===== config.mk =====
export PLATFORM = sky130hd
export DESIGN_NAME = dma_copier
export DESIGN_NICKNAME = d
export VERILOG_FILES = /design/src/rtl/dma_pkg.sv /design/src/rtl/dma_copier_wdog.sv /design/src/rtl/dma_copier.sv
export SDC_FILE = /design/constraint.sdc
export NUM_CORES = 1
export LEC_CHECK = 0
export BUFFER_PORTS_ARGS = -buffer_cell sky130_fd_sc_hd__buf_2
export CAP_MARGIN = 20
export CORE_MARGIN = 5
export CORE_UTILIZATION = 60
export CTS_CLUSTER_DIAMETER = 30
export CTS_CLUSTER_SIZE = 8
export DETAILED_ROUTE_END_ITERATION = 8
export GPL_ROUTABILITY_DRIVEN = 0
export PLACE_DENSITY = 0.82
export SETUP_SLACK_MARGIN = 0.4
export SYNTH_ARGS = -nofsm -noshare
export SYNTH_HDL_FRONTEND = slang
export SYNTH_HIERARCHICAL = 1
export SYNTH_SLANG_ARGS = --single-unit

===== constraint.sdc =====
create_clock -name clk -period 7.35 [get_ports clk]
set_input_delay 1.47 -clock clk [delete_from_list [all_inputs] [get_ports clk]]
set_output_delay 1.47 -clock clk [all_outputs]
set_load 0.005 [all_outputs]

===== src/rtl/dma_pkg.sv =====
// Shared types and constants for the dma_copier block-fill/copy engine.
// Holds the FSM state type, mode encodings and the default access timeout.
package dma_pkg;

  typedef enum logic [2:0] {
    IDLE,
    RD,
    RGAP,
    WR,
    WGAP,
    DONE
  } state_t;

  localparam logic MODE_FILL = 1'b0;
  localparam logic MODE_COPY = 1'b1;

  localparam int DEF_TIMEOUT = 255;

endpackage


===== src/rtl/dma_copier_wdog.sv =====
// Per-access watchdog: counts cycles while a bus request is outstanding.
// Ports: clk, reset, en (request pending), expired (TIMEOUT-th cycle reached).
module dma_wdog
  import dma_pkg::*;
#(
  parameter int TIMEOUT = DEF_TIMEOUT
) (
  input  logic clk,
  input  logic reset,
  input  logic en,
  output logic expired
);

  localparam int W = $clog2(TIMEOUT + 1);

  logic [W-1:0] cnt;

  // Every request is preceded by a cycle with en low, so the
  // counter is always fresh when a new access starts.
  always_ff @(posedge clk or posedge reset) begin
    if (reset) begin
      cnt <= '0;
    end else if (!en) begin
      cnt <= '0;
    end else if (!expired) begin
      cnt <= cnt + W'(1);
    end
  end

  assign expired = en && (cnt == W'(TIMEOUT - 1));

endmodule


===== src/rtl/dma_copier.sv =====
// DMA initiator: block fill or block copy over a 64 KiB byte bus.
// Ports: start/mode/src/dst/len/fill control, busy/done/err/count status,
// mem_* valid/write/ready bus. Optional per-access abort: DMA_TIMEOUT_EN.
module dma_copier
  import dma_pkg::*;
#(
  parameter int TIMEOUT = DEF_TIMEOUT,
  parameter int CNT_W   = 16
) (
  input  logic             clk,
  input  logic             reset,
  input  logic             start,
  input  logic             mode,
  input  logic [15:0]      src,
  input  logic [15:0]      dst,
  input  logic [CNT_W-1:0] len,
  input  logic [7:0]       fill,
  output logic             busy,
  output logic             done,
  output logic             err,
  output logic [CNT_W-1:0] count,
  output logic [15:0]      mem_addr,
  output logic [7:0]       mem_wdata,
  input  logic [7:0]       mem_rdata,
  output logic             mem_valid,
  output logic             mem_write,
  input  logic             mem_ready
);

  state_t           state;
  logic [15:0]      src_ptr;
  logic [15:0]      dst_ptr;
  logic [CNT_W-1:0] rem;
  logic [7:0]       data_q;
  logic             mode_q;
  logic             tmo;

`ifdef DMA_TIMEOUT_EN
  dma_wdog #(
    .TIMEOUT(TIMEOUT)
  ) u_wdog (
    .clk    (clk),
    .reset  (reset),
    .en     (mem_valid),
    .expired(tmo)
  );
`else
  logic unused_timeout;
  assign unused_timeout = ^TIMEOUT;
  assign tmo = 1'b0;
`endif

  always_ff @(posedge clk or posedge reset) begin
    if (reset) begin
      state     <= IDLE;
      src_ptr   <= '0;
      dst_ptr   <= '0;
      rem       <= '0;
      data_q    <= '0;
      mode_q    <= MODE_FILL;
      busy      <= 1'b0;
      done      <= 1'b0;
      err       <= 1'b0;
      count     <= '0;
      mem_addr  <= '0;
      mem_wdata <= '0;
      mem_valid <= 1'b0;
      mem_write <= 1'b0;
    end else begin
      done <= 1'b0;
      unique case (state)
        IDLE: begin
          if (start) begin
            err   <= 1'b0;
            count <= '0;
            if (len == '0) begin
              done <= 1'b1;
            end else begin
              src_ptr   <= src;
              dst_ptr   <= dst;
              rem       <= len;
              mode_q    <= mode;
              data_q    <= fill;
              busy      <= 1'b1;
              mem_valid <= 1'b1;
              if (mode == MODE_COPY) begin
                state     <= RD;
                mem_write <= 1'b0;
                mem_addr  <= src;
              end else begin
                state     <= WR;
                mem_write <= 1'b1;
                mem_addr  <= dst;
                mem_wdata <= fill;
              end
            end
          end
        end
        RD: begin
          if (mem_ready) begin
            data_q    <= mem_rdata;
            mem_valid <= 1'b0;
            state     <= RGAP;
          end else if (tmo) begin
            mem_valid <= 1'b0;
            done      <= 1'b1;
            err       <= 1'b1;
            state     <= DONE;
          end
        end
        RGAP: begin
          mem_valid <= 1'b1;
          mem_write <= 1'b1;
          mem_addr  <= dst_ptr;
          mem_wdata <= data_q;
          state     <= WR;
        end
        WR: begin
          if (mem_ready) begin
            mem_valid <= 1'b0;
            state     <= WGAP;
          end else if (tmo) begin
            mem_valid <= 1'b0;
            done      <= 1'b1;
            err       <= 1'b1;
            state     <= DONE;
          end
        end
        WGAP: begin
          src_ptr <= src_ptr + 16'd1;
          dst_ptr <= dst_ptr + 16'd1;
          count   <= count + CNT_W'(1);
          rem     <= rem - CNT_W'(1);
          if (rem == CNT_W'(1)) begin
            done  <= 1'b1;
            state <= DONE;
          end else if (mode_q == MODE_COPY) begin
            mem_valid <= 1'b1;
            mem_write <= 1'b0;
            mem_addr  <= src_ptr + 16'd1;
            state     <= RD;
          end else begin
            mem_valid <= 1'b1;
            mem_write <= 1'b1;
            mem_addr  <= dst_ptr + 16'd1;
            mem_wdata <= data_q;
            state     <= WR;
          end
        end
        DONE: begin
          busy  <= 1'b0;
          state <= IDLE;
        end
        default: state <= IDLE;
      endcase
    end
  end

endmodule


# After elaboration in Yosys (flattened, before gate mapping)
# Cells that the tools add are included.
op_classes:
  mul: 0
  div: 0
  order_cmp: 0
  eq_ne: 14
  n_reduce_logical: 17
  mux: 51
  add_sub_neg: 4
  shifts: 0
  bitwise_logic: 1
ops:
  columns: ["operator", "count"]
  rows:
  - ["$mux W16", 12]
  - ["$pmux W16 S2", 4]
  - ["$mux W8", 8]
  - ["$add A16 B1 Y16 const B", 3]
  - ["$pmux W16 S3", 1]
  - ["$pmux W8 S3", 1]
  - ["$eq A16 B1 Y1 const B", 1]
  - ["$logic_not A16 Y1", 1]
  - ["$pmux W8 S2", 1]
  - ["$sub A16 B1 Y16 const B", 1]
  - ["$mux W3", 5]
  - ["$pmux W3 S5", 1]
  - ["$ne A2 B2 Y1 const B", 7]
  - ["$mux W1", 12]
  - ["$reduce_and A4 Y1", 3]
  - ["$reduce_and A3 Y1", 3]
  - ["$eq A3 B2 Y1 const B", 2]
  - ["$eq A3 B3 Y1 const B", 2]
  - ["$reduce_and A6 Y1", 1]
  - ["$reduce_bool A2 Y1", 3]
  - ["$reduce_and A5 Y1", 1]
  - ["$mux W2", 2]
  - ["$pmux W1 S2", 2]
  - ["$pmux W1 S4", 1]
  - ["9 further kinds", 9]
word_totals:
  mem_bits_ro: 0
  out_inout_bits: 45
  regBits: 104
  input_bits: 69
  latch_bits: 0
  ramBits: 0
  memories: 0

# Depth between registers and ports, before layout
depth:
  word_depth: 4
  mapped_depth: 10
  mapped_depth_nobuf: 8

# Worst setup path before layout
# OpenSTA, ideal clock, no wires.
synth_timing:
  path_kind: "input to register"
  from: "in len[11]"
  to: "reg src_ptr[11]"
  path_slack_ns: 4.477
  setup_ns: 0.137
  cell_stages: 7
  arrival_ns: 2.736
  cell_sequence: "nor4_1 a41oi_1 o21ai_1 clkbuf_1 a21oi_1 nor2_1 a21oi_1"
synth_between:
  elab_chain_cells: 3
synth_rtl:
  columns: ["element", "line_no", "source"]
  rows:
  - ["start: declaration", "dma_copier.sv:16", "input logic [CNT_W-1:0] len,"]
  - ["$logic_not A16 Y1", "dma_copier.sv:76", "if (len == '0) begin"]
  - ["$ne A2 B2 Y1 (no source line)", null, null]
  - ["$reduce_and A3 Y1 (no source line)", null, null]
  - ["end signal: assignment", "dma_copier.sv:79", "src_ptr <= src;"]
  - ["end signal: assignment", "dma_copier.sv:130", "src_ptr <= src_ptr + 16'd1;"]
  - ["end: declaration", "dma_copier.sv:31", "logic [15:0] src_ptr;"]
# No other way between the ends.
# A chain may end at the register's enable or synchronous reset.

# Final worst setup path
layout_timing:
  from: "reg state[2]"
  to: "reg mem_addr[3]"
layout_between:
  elab_chain_cells: 3
  word_cells_on_any_way: 9
  cone_classes: "5 x eq/ne; 1 x mux; 3 x reduce/logical"
layout_rtl:
  columns: ["element", "line_no", "source"]
  rows:
  - ["start: declaration", "dma_copier.sv:30", "state_t state;"]
  - ["start signal: assignment", "dma_copier.sv:55", "state <= IDLE;"]
  - ["start signal: assignment", "dma_copier.sv:87", "state <= RD;"]
  - ["start signal: assignment", "dma_copier.sv:91", "state <= WR;"]
  - ["$eq A3 B3 Y1, or another cell as far along", "dma_copier.sv:71", "unique case (state)"]
  - ["$ne A2 B2 Y1 (no source line) or $reduce_bool A3 Y1 (tied branches)", null, null]
  - ["$reduce_and A4 Y1 (no source line)", null, null]
  - ["end signal: assignment", "dma_copier.sv:89", "mem_addr <= src;"]
  - ["end signal: assignment", "dma_copier.sv:93", "mem_addr <= dst;"]
  - ["end signal: assignment", "dma_copier.sv:114", "mem_addr <= dst_ptr;"]
  - ["end: declaration", "dma_copier.sv:22", "output logic [15:0] mem_addr,"]
# Parallel ways exist; a longest one is shown, timed or not.

==> out/metrics.cfg <==
[status]
status = complete, no violations

[floorplanning]
pin_count = 114
coreArea_um2 = 10300
design.die.area_um2 = 12700
dieHeight_um = 113
rows = 37
die_w_um = 113
initial_core_util = 0.613

[worst_hold_path]
hold_depth = 2
hold_path.class = reg -> reg

[logic_synthesis]
dominantRegCellSynth = dfrtp_1
ys_ff_latch = 104
ys_seq_area_frac = 0.411
syn_area_per_cell_um2 = 8.25
synth_top_area_frac = 0.411
synth_area_leaders = dfrtp_1 (41%), a21oi_1 (6.1%), o21ai_0 (5.9%)
syn_nets = 843
async_flop_share = 1.00
netlist_area_um2 = 6330
synth_edf_count = 0
ys.warnings.count = 6
syn_inst = 767
synth_top_cell_by_area = dfrtp_1
ys_types = 62

[critical_path]
required_ns = 7.59
crit_type = reg -> reg
rr_worst_depth = 6
worstPathArrival_ns = 3.48
setup.worst_path.end_class = register
crit_fanout = 63
critPathLaunchType = register

[layout]
layout-drive-gt1-share = 0.182
final_common_cell = buf_2
final_cell_area_um2 = 7110
nets = 923
n_antenna_cell = 0
area_growth_pct = 12.3
fin_util = 0.689
layout_common_cells = buf_2 (112), dfrtp_1 (103), nand2_1 (89)

[drt]
ant_nets = 0
wl_per_cell_um = 18.8
drc = 0
firstDrtPassIters = 5
wirelength_mm = 18.6
via_count = 6441
first_iter_violations = 608
viasPerCell = 6.52

[place]
place_hpwl_mm = 13.0
io_buffer_count = 112
dp_slack_ns = 3.42
dpl_cell_area_um2 = 6910

[timing]
relSlewSlack = 0.343
setup_slack_ns = 4.11
worst_pin_slew_ns = 0.985
fin_setup_tns_ns = 0
slew_violations = 0
fin_crit_sh = 0.441
setup_viol_count_final = 0
clock_skew_ns = 0.00988
min_period_ns = 3.24
fmax_ghz = 0.308
final_hold_viol_count = 0
rsz0062_at_grt = false

[flow_run]
max_cap_violations = 0

[clock_network]
clock-sinks = 104
cts_resized = 0
clockBufferDepth = 2
postCtsSetupBuffers = 0
h-tree-depth = 3
root_buffer = clkbuf_8
insertion_delay_ns = 0.37
cts_hold_buf = 0
clk_pin_slew_ns = 0.10
cts_buffers = 9
tritoncts = done

[global_routing]
grt_overflow_total = 0
grtUsageTotal = 0.293
grt_pass1_wl_mm = 30.4
antenna_found_initial = 0
grt_pass1_vias = 6219
grt_max_degree = 75

[power_and_ir_drop]
total_power_uw = 2730
leakage_uw = 0.00313
pwr_density_cell_nw_per_um2 = 384
vdd_ir_drop_max_uv = 162

==> logic make-up (layout without fill, tap and decap cells) <==
kind of cell               after synthesis  after routing  synth area share
AOI/OAI and AO/OA                      255            255             0.239
xor gates and xnor gates                22             22            0.0304
adders and majority gates                7              7            0.0138
buffers and inverters                   67            152            0.0465
DFF                                    104            104             0.411
muxes                                   26             26            0.0423
other                                    1              1          0.000593
and+or+nand+nor                        285            285             0.216
==> path summary, 6_finish.rpt <==
kind                                                end  slack, ns                     from
worst min-delay path            mem_addr[4]$_DFFE_PP0P_       0.48  mem_addr[4]$_DFFE_PP0P_
worst max register to register  mem_addr[3]$_DFFE_PP0P_       4.11     state[2]$_DFFE_PP0P_
worst max-delay path            mem_addr[3]$_DFFE_PP0P_       4.11     state[2]$_DFFE_PP0P_
max in group asynchronous          state[2]$_DFFE_PP0P_       4.92                    reset
worst min register to register  mem_addr[4]$_DFFE_PP0P_       0.48  mem_addr[4]$_DFFE_PP0P_
min in group asynchronous         mem_write$_DFFE_PP0P_       1.08                    reset
==> where the power goes <==
group	switching (µW)	leakage, µW	internal (µW)
Sequential	315	0.00125	817
Clock	203	0.0000929	159
Combinational	747	0.00178	490
Total	1270	0.00313	1470
==> layer usage <==
layer / vias to the layer above / share of wire / wire length, µm / track usage
met5: - / 0 / 0 / 0
met4: 0 / 0.030 / 549 / 0.119
met3: 65 / 0.10 / 1930 / 0.0647
met2: 376 / 0.47 / 8680 / 0.464
met1: 3036 / 0.40 / 7400 / 0.391
li1: 2964 / - / - / -
==> cell usage after synthesis (10+ instances only) <==
| master | number |
|---|---|
| mux2i_1 | 20 |
| dfrtp_1 | 104 |
| a21oi_1 | 77 |
| nor2_1 | 77 |
| nand4_1 | 15 |
| xnor2_1 | 11 |
| xor2_1 | 11 |
| nor3_1 | 13 |
| a31oi_1 | 13 |
| o22ai_1 | 31 |
| inv_1 | 13 |
| buf_2 | 12 |
| clkbuf_1 | 32 |
| o21ai_0 | 75 |
| o211ai_1 | 10 |
| nand3_1 | 41 |
| nand2_1 | 89 |
| and3_1 | 13 |
==> cell type report <==
cell class	count	area, µm²
Inverter	14	55.1
Timing Repair Buffer	122	636
Multi-Input combinational cell	596	3450
Sequential cell	104	2600
Clock inverter	6	67.6
Tap cell	136	170
Clock buffer	10	128
Fill cell	823	3210
==> through the flow <==
step,hold WS [ns],cells
after global routing,0.517,988
after CTS,0.488,987
final,0.479,988
after global placement,0.455,971
after detailed placement,0.466,971
after floorplan,0.466,767
==> sequential cells by signal, indices dropped and copies added (netlist names), 3 cells and up <==
name	flops
data_q	8
src_ptr	16
rem	16
state	3
count	16
mem_addr	16
dst_ptr	16
mem_wdata	8
==> worst max-delay path: stages (launching register included) <==
cell      delay, ns
dfrtp_2        0.36
buf_4          0.52
inv_1          0.54
nor2_1         0.54
o21ai_2        0.39
a222oi_1       0.58
o21ai_0        0.15
Note: power is estimated with default switching activity, not from simulation.
